==> src/rtl/sweep_ctrl.sv <==
// sweep_ctrl: linear ramp of the phase-accumulator increment m from a start to a stop value.
// Optional loop mode: `SWEEP_LOOP_EN makes the sweep restart at the start value instead of finishing.
// Timing: m_out/busy follow an accepted start after one edge, each value is held max(dwell,1) cycles, abort takes one edge.
module sweep_ctrl #(
    parameter int W  = 11,
    parameter int DW = 16
) (
    input  logic          clk,
    input  logic          rst,
    input  logic          start,
    input  logic          abort,
    input  logic [W-1:0]  cfg_start,
    input  logic [W-1:0]  cfg_stop,
    input  logic [W-1:0]  cfg_step,
    input  logic [DW-1:0] cfg_dwell,
    output logic [W-1:0]  m_out,
    output logic          busy,
    output logic          done,
    output logic          aborted
);

    localparam logic [1:0] S_IDLE  = 2'd0;
    localparam logic [1:0] S_DWELL = 2'd1;
    localparam logic [1:0] S_DONE  = 2'd2;

    logic [1:0]    state_q;
    logic [DW-1:0] cnt_q;

    // Shadow copies of the configuration, frozen for the duration of a sweep.
`ifdef SWEEP_LOOP_EN
    logic [W-1:0]  sh_start;
`endif
    logic [W-1:0]  sh_stop;
    logic [W-1:0]  sh_step;
    logic [DW-1:0] sh_dwell;

    logic          start_acc;
    logic [DW-1:0] cfg_reload;
    logic [DW-1:0] sh_reload;
    logic [W:0]    nxt;
    logic          end_of_sweep;

    // A start is only honoured in IDLE and only when abort is not also asserted.
    assign start_acc = (state_q == S_IDLE) && start && !abort;

    // A dwell of 0 behaves as 1, so the counter reload saturates at 0.
    assign cfg_reload = (cfg_dwell == '0) ? '0 : cfg_dwell - DW'(1);
    assign sh_reload  = (sh_dwell  == '0) ? '0 : sh_dwell  - DW'(1);

    // One extra bit keeps the compare honest near the top of the range: no wrap.
    assign nxt          = {1'b0, m_out} + {1'b0, sh_step};
    assign end_of_sweep = (sh_step == '0) || (nxt > {1'b0, sh_stop});

    // Capture the configuration when a sweep is accepted.
    always_ff @(posedge clk) begin
        if (rst) begin
`ifdef SWEEP_LOOP_EN
            sh_start <= '0;
`endif
            sh_stop  <= '0;
            sh_step  <= '0;
            sh_dwell <= '0;
        end else if (start_acc) begin
`ifdef SWEEP_LOOP_EN
            sh_start <= cfg_start;
`endif
            sh_stop  <= cfg_stop;
            sh_step  <= cfg_step;
            sh_dwell <= cfg_dwell;
        end
    end

    // Sweep state machine; every output is a register updated here.
    always_ff @(posedge clk) begin
        if (rst) begin
            state_q <= S_IDLE;
            cnt_q   <= '0;
            m_out   <= '0;
            busy    <= 1'b0;
            done    <= 1'b0;
            aborted <= 1'b0;
        end else begin
            done    <= 1'b0;
            aborted <= 1'b0;
            case (state_q)
                S_IDLE: begin
                    if (start_acc) begin
                        state_q <= S_DWELL;
                        m_out   <= cfg_start;
                        cnt_q   <= cfg_reload;
                        busy    <= 1'b1;
                    end
                end
                S_DWELL: begin
                    if (abort) begin
                        // Abort takes priority over an end of hold in the same cycle.
                        state_q <= S_IDLE;
                        cnt_q   <= '0;
                        m_out   <= '0;
                        busy    <= 1'b0;
                        aborted <= 1'b1;
                    end else if (cnt_q != '0) begin
                        cnt_q <= cnt_q - DW'(1);
                    end else if (end_of_sweep) begin
`ifdef SWEEP_LOOP_EN
                        m_out <= sh_start;
                        cnt_q <= sh_reload;
`else
                        state_q <= S_DONE;
                        m_out   <= '0;
                        busy    <= 1'b0;
                        done    <= 1'b1;
`endif
                    end else begin
                        m_out <= nxt[W-1:0];
                        cnt_q <= sh_reload;
                    end
                end
                S_DONE: begin
                    // Single-cycle completion state; start is not queued here.
                    state_q <= S_IDLE;
                end
                default: begin
                    state_q <= S_IDLE;
                    cnt_q   <= '0;
                    m_out   <= '0;
                    busy    <= 1'b0;
                end
            endcase
        end
    end

endmodule

==> config.mk <==
export PLATFORM = sky130hd
export DESIGN_NAME = sweep_ctrl
export DESIGN_NICKNAME = d
export VERILOG_FILES = /design/src/rtl/sweep_ctrl.sv
export SDC_FILE = /design/constraint.sdc
export NUM_CORES = 1
export LEC_CHECK = 0
export CORE_ASPECT_RATIO = 0.7
export CORE_MARGIN = 5
export CORE_UTILIZATION = 53
export DETAILED_ROUTE_END_ITERATION = 12
export GPL_ROUTABILITY_DRIVEN = 0
export PLACE_DENSITY = 0.79
export SLEW_MARGIN = 20
export SYNTH_ARGS = -nofsm -noshare
export SYNTH_HDL_FRONTEND = slang
export SYNTH_SLANG_ARGS = --single-unit
==> constraint.sdc <==
create_clock -name clk -period 8.8 [get_ports clk]
set_clock_uncertainty 0.15 [all_clocks]
set_input_delay 1.32 -clock clk [delete_from_list [all_inputs] [get_ports clk]]
set_output_delay 1.32 -clock clk [all_outputs]
set_load 0.05 [all_outputs]
After elaboration in Yosys (flattened, before gate mapping). Cells that the tools add are included.

Word-level logic and storage cells: 61. Bits in read-only memories: 0. Flip-flop bits (word level): 70. Bits in latches: 0. Output and inout port bits: 14. Input port bits: 53. Memories: 0. RAM bits: 0.

Bitwise logic cells: 2. Shift operators: 0. Reduce and logical (&&, ||, !) cells: 15. Equal/unequal tests: 6. Add/subtract/negate cells: 4. $lt $le $gt $ge: 1. Multiplexer cells: 24. Div/mod/pow operators: 0. Multiply operators: 0.

Operators with widths (count): $mux 16 (6); $pmux 16 s3 (1); $sub 16x1->16 const B (3); $mux 11 (4); $pmux 11 s3 (1); $logic_not 16->1 (2); $reduce_bool 16->1 (1); $add 11x11->12 (1); $gt 12x11->1 (1); $logic_not 11->1 (1); $reduce_and 3->1 (3); $mux 2 (4); $mux 1 (6); $ne 3x3->1 const B (2); $ne 4x4->1 const B (1); $pmux 2 s2 (1); $reduce_and 4->1 (1); $reduce_or 4->1 (1); $pmux 1 s3 (1); $eq 2x1->1 const B (1); $eq 2x2->1 const B (1); $logic_and 1x1->1 (2); $logic_not 2->1 (1); $ne 2x2->1 const B (1); 4 further kinds (5).

Longest topological paths before layout. Gate-level depths: netlist of the first run.

Word-level depth: 7. Depth in mapped cells: 14. Gate-level depth less buffers: 13.

Worst setup path after synthesis of the first run. Ideal clock, no wire load.

Path kind: register to register. Start point: register m_out[0]. End point: register cnt_q[2]. Path buffers: 1. Data required time: 8570 ps. Clock period less this slack: 3734 ps. Arrival: 3504 ps. Setup time: 80 ps. Path slack: 5066 ps. Stages on the path, launching flop included: 15. Cells stage by stage: dfxtp_1 ha_1 fa_1 a211oi_1 o21ai_0 a21oi_1 xnor2_1 ha_1 or3_1 a21oi_1 nor4b_2 o21ai_1 clkbuf_1 a31oi_1 a211oi_2.

Cells in the longest elaborated chain, start to end: 5.

RTL lines: from (decl) (RTL line 16) `output logic [W-1:0] m_out,`; from (signal assigned) (RTL line 89) `m_out <= cfg_start;`; from (signal assigned) (RTL line 115) `m_out <= nxt[W-1:0];`; $add 11x11->12 (RTL line 51) `assign nxt = {1'b0, m_out} + {1'b0, sh_step};`; $gt 12x11->1 (RTL line 52) `assign end_of_sweep = (sh_step == '0) || (nxt > {1'b0, sh_stop});`; $logic_or 1x1->1 (RTL line 52); $ne 4x4->1 (no line); $reduce_and 3->1 (no line); to (signal assigned) (RTL line 90) `cnt_q <= cfg_reload;`; to (signal assigned) (RTL line 103) `cnt_q <= cnt_q - DW'(1);`; to (signal assigned) (RTL line 116) `cnt_q <= sh_reload;`; to (decl) (RTL line 27) `logic [DW-1:0] cnt_q;`.

Every way passes these cells. A chain may end at the register's enable or synchronous reset.

Final worst setup path of the first run.
Start point: register m_out[6]. End point: register cnt_q[6].

The elaborated chain is that of the path after synthesis.

==> flow_metrics.tcl, run 1 <==
set metrics [dict create \
    synth_top_area_cell "dfxtp_1" \
    grt_pass1_vias 4604 \
    post_cts_buffers 0 \
    hold_class "reg -> reg" \
    ctsHoldBuffers 0 \
    yosysSeqAreaShare_pct 30.2 \
    port_buffers 66 \
    finalWirelength_microns 14100 \
    initial_core_util_pct 54.7 \
    arrival_ns 4.46 \
    peakVddDrop_mv 0.101 \
    die_h_microns 88.2 \
    dpl_cell_area_sq_um 5380 \
    cp.required_ns 8.83 \
    synth_area_per_cell_sq_um 7.65 \
    crit_chain "ha_1, a2111oi_0, o21ai_0, a41oi_1, xnor2_1, ha_1, a2111oi_0, o21ai_0, o21ai_1, and3_1, a211oi_2" \
    path_buf_inv 0 \
    cp_slowest_stage_delay_ns 0.73 \
    drive_gt1_share_pct 6.78 \
    start_kind "flop" \
    max_freq_mhz 226 \
    fin_crit_sh_pct 50.3 \
    hpwl_microns 10500 \
    synth.area.top_cells "dfxtp_1, a21oi_1, nand2_1" \
    synth-simple-area-share_pct 24.9 \
    synth-seq-cells 70 \
    synth-compound-area-share_pct 25.1 \
    numCtsBuffers 9 \
    synth_cells 606 \
    num-fill-cells 710 \
    worst_skew_pair.late_latency_ns 0.34 \
    area_delta_synth_final_pct 23.4 \
    crit_fanout 13 \
    slew_violations 0 \
    core-area_sq_um 8480 \
    synth_top_family_by_area "compound AO/OA/AOI/OAI gates" \
    tightest_slew_ns 1.01 \
    post_cts_resized 0 \
    clock_tree.buffer_depth 2 \
    grt-ovfl-total 0 \
    synth_cell_types 64 \
    synth_top_area_share_pct 30.2 \
    setup-tns-final_ns 0 \
    power_leakage_nw 2.12 \
    hold_violations 0 \
    grt_max_degree 53 \
    antenna_left 0 \
    synth_mux_area_share_pct 1.35 \
    outcome "finished, final reports clean" \
    p_total_mw 1.07 \
    rows 28 \
    slew_headroom_pct 32.6 \
    syn_area_sq_um 4630 \
    synth-edff-count 0 \
    rsz0062_at_grt "false" \
    dr.pass1.iters 5 \
    synth_common_cells "nand2_1, a21oi_1, dfxtp_1" \
    yosysMostFrequentCell "nand2_1" \
    maxCapViolCount 0 \
    grt_pass1_wl_microns 23500 \
    cts_tree "yes" \
    via_per_inst 6.22 \
    yosys_warnings 0 \
    die_w_microns 122 \
    final_cell_area_sq_um 5720 \
    dieArea_sq_um 10700 \
    drc 0 \
    crit_family "compound AO/OA/AOI/OAI gates" \
    path_clk_slew_ns 0.06 \
    cts-htree-levels 3 \
    syn-num-nets 685 \
    wl_per_cell_microns 18.0 \
    io_pins 67 \
    critPathCaptureType "flop" \
    finalSetupViolations 0 \
    synth_ff_type "dfxtp_1" \
    synth-adder-area-share_pct 7.18 \
    drt_iter0_markers 511 \
    synth-xor-area-share_pct 6.80 \
    antenna_found_initial 0 \
    track_usage_pct 27.7 \
    path_class "reg -> reg" \
    synthArstFlopShare_pct 0 \
    cts_sinks 70 \
    fin_nets 738 \
    diodes 0 \
    cts.root.buffer_cell "clkbuf_16" \
    power_density_nw_per_um2 188 \
    crit_slowest_cell "o21ai_1" \
    vias 4873 \
    period_needed_ns 4.43 \
]
==> routing by layer <==
layer / up-vias / GRT usage (%) / wire [microns]
li1: 2325 / - / -
met1: 2255 / 39.6 / 6660
met2: 266 / 38.3 / 5480
met3: 27 / 9.90 / 1640
met4: 0 / 9.56 / 326
met5: - / 0 / 0
==> cell families after synthesis <==
kind of cell	after synthesis
adders and majority gates	26
AOI/OAI and AO/OA	188
xor gates and xnor gates	36
muxes	6
buffers and inverters	53
and+or+nand+nor	227
DFF	70
==> final timing paths <==
check / startpoint / end / slack [ns] / cells past startpoint
setup / recovery: m_out[6] / cnt_q[6] / 4.37 / 11
hold / removal: sh_stop[4] / sh_stop[4] / 0.31 / 2
setup reg to reg: m_out[6] / cnt_q[6] / 4.37 / 11
hold reg to reg: sh_stop[4] / sh_stop[4] / 0.31 / 2
==> placed cells by master, fill, tap and decap left out, drive strengths merged, types with 12 or more instances in the layout <==
cell type	netlist	layout
nor2	30	30
clkbuf	26	12
o21ai	34	34
inv	22	23
xor2	17	17
nor4	13	13
ha	25	25
clkdlybuf4s50	0	65
xnor2	19	19
nand3	26	26
nand2	89	89
a21oi	81	81
nor3	19	19
dfxtp	70	70
==> flip-flops by register name, summed over array words and instances (netlist names) <==
name / flops
cnt_q: 16
sh_dwell: 16
m_out: 11
sh_step: 11
sh_stop: 11
state_q: 2
aborted: 1
busy: 1
done: 1
==> report_power, final <==
group	switching, mW	leakage (nW)	internal [mW]	total, mW
logic	0.177	1.38	0.119	0.296
registers	0.0265	0.573	0.338	0.365
clock network	0.141	0.165	0.272	0.414
total	0.345	2.12	0.729	1.07
==> through the flow <==
stage          setup WS [ns]  utilization (%)  std cells  hold slack [ns]
5_1_grt                 4.03             67.5        784            0.331
2_1_floorplan           5.07                -        606            0.286
6_report                4.37             67.5        784            0.313
3_3_place_gp            4.51             63.4        768            0.297
3_5_place_dp            4.38             63.4        768            0.307
4_1_cts                 4.47             67.5        784            0.314
==> worst reg2reg max path: stages (launching register included) <==
cell	delay (ns)
dfxtp_1	0.32
ha_1	0.36
a2111oi_0	0.48
o21ai_0	0.25
a41oi_1	0.31
xnor2_1	0.18
ha_1	0.30
a2111oi_0	0.34
o21ai_0	0.19
o21ai_1	0.73
and3_1	0.53
a211oi_2	0.13
==> final cells by class <==
cell class / count / area, sq um / share of cell area, %
Sequential cell: 70 / 1400 / 24.5
Clock buffer: 12 / 267 / 4.66
Timing Repair Buffer: 73 / 708 / 12.4
Clock inverter: 4 / 76.3 / 1.33
Multi-Input combinational cell: 483 / 3040 / 53.1
Tap cell: 120 / 150 / 2.62
Inverter: 22 / 82.6 / 1.44
No activity file was read; power rests on OpenSTA's default activity.
==> run 2, diff against run 1 <==
clock period = 4.5 ns   (was 8.8 ns; I/O delays follow)
==> run 2 against run 1 <==
Net effect: global-route usage down 0.33 points; sequential share of layout area down 0.13 points; wire length rose by 1.1%; final cell count grew 0.51%; critical path depth is 1 higher; clock-buffer cell count is 1 lower; sequential power up 95%; combinational power grew 97%; worst hold slack worse by 0.0046 ns; flip-flop and latch count unchanged; utilization rose by 0.37 points; cell area rose by 0.55%; critical path type unchanged; critical endpoint is now cnt_q[2].
==> flow_metrics.tcl, run 2 (synthesis results as in run 1) <==
set metrics [dict create \
    crit_chain "ha_1, a2111oi_0, o21ai_0, a41oi_1, xnor2_1, ha_1, a2111oi_0, o21ai_0, o21ai_1, buf_4, and3_1, a211oi_2" \
    p_seq_share_pct 33.5 \
    area_delta_synth_final_pct 24.1 \
    finalSetupViolations 0 \
    power_leakage_nw 2.13 \
    peakVddDrop_mv 0.335 \
    rows 28 \
    vias 4945 \
    power_density_nw_per_um2 370 \
    hold_violations 0 \
    rsz0062_at_grt "false" \
    diodes 0 \
    crit_family "compound AO/OA/AOI/OAI gates" \
    arrival_ns 4.11 \
    slew_headroom_pct 33.8 \
    num-fill-cells 724 \
    multi_input_area_sq_um 3030 \
    track_usage_pct 27.3 \
    cts.root.buffer_cell "clkbuf_16" \
    reg_top3 "cnt_q x16, sh_dwell x16" \
    critPathCaptureType "flop" \
    pwr-share-comb_pct 27.4 \
    cts-htree-levels 3 \
    final_cell_mix "nand2_1, a21oi_1, dfxtp_1" \
    hpwl_microns 10400 \
    slew_violations 0 \
    max_freq_mhz 246 \
    drive_gt1_share_pct 7.04 \
    grt_pass1_vias 4421 \
    port_buffers 66 \
    dpl_cell_area_sq_um 5400 \
    dieArea_sq_um 10700 \
    crit_slowest_cell "a2111oi_0" \
    finalWirelength_microns 14300 \
    wl_per_cell_microns 18.1 \
    sw_frac_of_total_pct 31.7 \
    core-area_sq_um 8480 \
    io_pins 67 \
    grt-ovfl-total 0 \
    seq_area_sq_um 1400 \
    placedCellCount 772 \
    finalNonFillerCells 788 \
    grt_max_degree 53 \
    drc 0 \
    die_h_microns 88.2 \
    clock_power_share_pct 39.1 \
    cp.required_ns 4.55 \
    die_w_microns 122 \
    numCtsBuffers 9 \
    clock_tree.buffer_depth 2 \
    antenna_found_initial 0 \
    ctsHoldBuffers 0 \
    cts_tree "yes" \
    dr.pass1.iters 5 \
    cp_slowest_stage_delay_ns 0.48 \
    period_needed_ns 4.07 \
    start_kind "flop" \
    drt_iter0_markers 553 \
    maxCapViolCount 0 \
    fin_crit_sh_pct 90.4 \
    hold_ws_ns 0.308 \
    hold_class "reg -> reg" \
    initial_core_util_pct 54.7 \
    antenna_left 0 \
    worst_skew_pair.late_latency_ns 0.33 \
    path_buf_inv 1 \
    via_per_inst 6.28 \
    final_cell_area_sq_um 5750 \
    crit_fanout 13 \
    layout_commonest_cell "nand2_1" \
    tightest_slew_ns 0.988 \
    post_cts_buffers 0 \
    switchingPower_mw 0.675 \
    path_clk_slew_ns 0.06 \
    setup-tns-final_ns 0 \
    outcome "finished, final reports clean" \
    path_class "reg -> reg" \
    fin_nets 742 \
    grt_pass1_wl_microns 23100 \
    cts_sinks 70 \
    intPower_mw 1.45 \
    post_cts_resized 0 \
]
[run 2: through the flow]
step	util (%)	setup WS [ns]	power, mW
finish	67.8	0.432	2.13
global route	67.8	0.150	2.22
CTS	67.8	0.542	2.12
detailed placement	63.7	0.682	1.29
global placement	63.7	0.796	1.27
floorplan	-	0.766	1.10
[run 2: worst paths after layout]
check              start           to  slack, ns  cells after the start
min reg2reg  sh_stop[10]  sh_stop[10]       0.31                      2
max             m_out[6]     cnt_q[2]       0.43                     12
min          sh_stop[10]  sh_stop[10]       0.31                      2
max reg2reg     m_out[6]     cnt_q[2]       0.43                     12
[run 2: worst reg2reg max path, delay by kind of cell, from the launching register on]
kind,cells,cell delay [ns]
compound gates,7,1.88
fa+ha+maj,2,0.72
simple gates,1,0.42
buf+inv,1,0.20
flops,1,0.33
xor+xnor,1,0.24
[run 2: power by group through the flow]
stage / Clock [mW] / Sequential [mW] / Combinational, mW
after floorplan: 0 / 0.735 / 0.360
after global placement: 0 / 0.721 / 0.550
after detailed placement: 0 / 0.723 / 0.564
after CTS: 0.837 / 0.710 / 0.572
after global routing: 0.865 / 0.717 / 0.635
final: 0.832 / 0.713 / 0.584
[run 2: cell type report]
class                   count  share of cell area [%]
flip-flops and latches     70                    24.4
multi-input cells         483                    52.7
clock inverters             5                    1.85
well taps                 120                    2.61
clock buffers              11                    4.22
inverters                  22                    1.44
repair buffers             77                    12.8
[run 2: layer usage]
metal | vias to the layer above | global-route usage, % | wire, microns
li1 | 2329 | - | -
met1 | 2293 | 40.6 | 6630
met2 | 300 | 37.7 | 5620
met3 | 23 | 9.07 | 1810
met4 | 0 | 7.32 | 208
met5 | - | 0 | 0
==> run 3, diff against run 2 <==
CORE_UTILIZATION = 55   (was 53)
CTS_CLUSTER_SIZE = 10   (was unset)
PLACE_DENSITY = 0.82   (was 0.79)
==> run 3 against run 2 <==
Net effect: power down 2.6%; clock-buffer cell count stayed put; critical endpoint is now cnt_q[3]; first-iteration DRC count fell by 0.54%; sequential power about the same; final cell count shrank 2.2%.
==> flow_metrics.tcl, run 3 (synthesis results as in run 1) <==
set metrics [dict create \
    drt_iter0_markers 550 \
    path_class "reg -> reg" \
    area_delta_synth_final_pct 22.9 \
    ctsHoldBuffers 0 \
    drive_gt1_share_pct 6.91 \
    final_cell_area_sq_um 5700 \
    finalSetupViolations 0 \
    hold_violations 0 \
    arrival_ns 4.12 \
    grt_max_degree 53 \
    diodes 0 \
    cts_tree "yes" \
    placedCellCount 755 \
    via_per_inst 6.33 \
    seq_area_sq_um 1400 \
    dr.pass1.iters 5 \
    maxCapViolCount 0 \
    max_freq_mhz 246 \
    wl_per_cell_microns 18.3 \
    cp_slowest_stage_delay_ns 0.45 \
    path_clk_slew_ns 0.06 \
    setup-tns-final_ns 0 \
    initial_core_util_pct 55.6 \
    core-area_sq_um 8340 \
    antenna_found_initial 0 \
    rsz0062_at_grt "false" \
    power_density_nw_per_um2 364 \
    num-fill-cells 704 \
    path_buf_inv 1 \
    peakVddDrop_mv 0.288 \
    cts_sinks 70 \
    reg_top3 "cnt_q x16, sh_dwell x16" \
    finalWirelength_microns 14100 \
    slew_violations 0 \
    crit_fanout 13 \
    crit_slowest_cell "fa_1" \
    finalNonFillerCells 771 \
    cp.required_ns 4.55 \
    start_kind "flop" \
    critPathCaptureType "flop" \
    io_pins 67 \
    final_cell_mix "nand2_1, a21oi_1, dfxtp_1" \
    fin_nets 740 \
    power_leakage_nw 2.10 \
    outcome "finished, final reports clean" \
    p_total_mw 2.07 \
    post_cts_buffers 0 \
    dieArea_sq_um 10400 \
    crit_chain "ha_1, fa_1, a211oi_1, o21ai_0, a21oi_1, o211ai_1, ha_1, a2111oi_0, o21ai_0, o21ai_1, buf_4, and3_1, a211oi_2" \
    numCtsBuffers 9 \
    worst_skew_pair.late_latency_ns 0.34 \
    period_needed_ns 4.07 \
    layout_commonest_cell "nand2_1" \
    grt_pass1_vias 4408 \
    tightest_slew_ns 1.03 \
    cts.root.buffer_cell "clkbuf_16" \
    post-place-ws_ns 0.616 \
    vias 4877 \
    grt_pass1_wl_microns 22900 \
    track_usage_pct 27.6 \
    multi_input_area_sq_um 3030 \
    crit_family "compound AO/OA/AOI/OAI gates" \
    dpl_cell_area_sq_um 5370 \
    hold_class "reg -> reg" \
    post_cts_resized 0 \
    antenna_left 0 \
    port_buffers 66 \
    drc 0 \
    die_h_microns 86.8 \
    rows 28 \
    clock_tree.buffer_depth 2 \
    cts-htree-levels 3 \
    hpwl_microns 10400 \
    die_w_microns 120 \
    grt-ovfl-total 0 \
    worst_slack_ns 0.434 \
    fin_crit_sh_pct 90.3 \
    slew_headroom_pct 30.8 \
]
==> run 3: worst min-delay path: cells and delay by family (launching register included) <==
| kind | cells | cell delay, ns |
|---|---|---|
| flops | 1 | 0.31 |
| compound gates | 1 | 0.05 |
| simple gates | 1 | 0.05 |
==> run 3: layout make-up <==
cell class              count  share of cell area (%)
multi-input cells         483                    53.2
flip-flops and latches     70                    24.6
repair buffers             75                    12.7
clock buffers              11                    4.26
well taps                 105                    2.31
clock inverters             5                    1.45
inverters                  22                    1.45
==> run 3: report_power, final <==
group | switching (mW) | internal (mW)
clock | 0.281 | 0.500
sequential | 0.0525 | 0.661
combinational | 0.345 | 0.235
total | 0.678 | 1.40
==> run 3: worst paths after layout <==
check | startpoint | slack (ns) | end | cells after the start
setup / recovery | m_out[0] | 0.43 | cnt_q[3] | 13
hold / removal | sh_stop[2] | 0.31 | sh_stop[2] | 2
setup reg to reg | m_out[0] | 0.43 | cnt_q[3] | 13
hold reg to reg | sh_stop[2] | 0.31 | sh_stop[2] | 2
==> run 3: through the flow <==
stage          hold WS, ns  util (%)
2_1_floorplan        0.286         -
3_3_place_gp         0.296      64.4
3_5_place_dp         0.300      64.4
4_1_cts              0.308      68.3
5_1_grt              0.324      68.3
6_report             0.313      68.3
==> run 3: routing by layer <==
layer	share of wire, %	wire length, microns	GRT usage [%]	vias up
li1	-	-	-	2329
met1	46	6520	41.1	2239
met2	41	5780	39.7	273
met3	11	1560	6.91	36
met4	1.6	222	6.86	0
met5	0	0	0	-
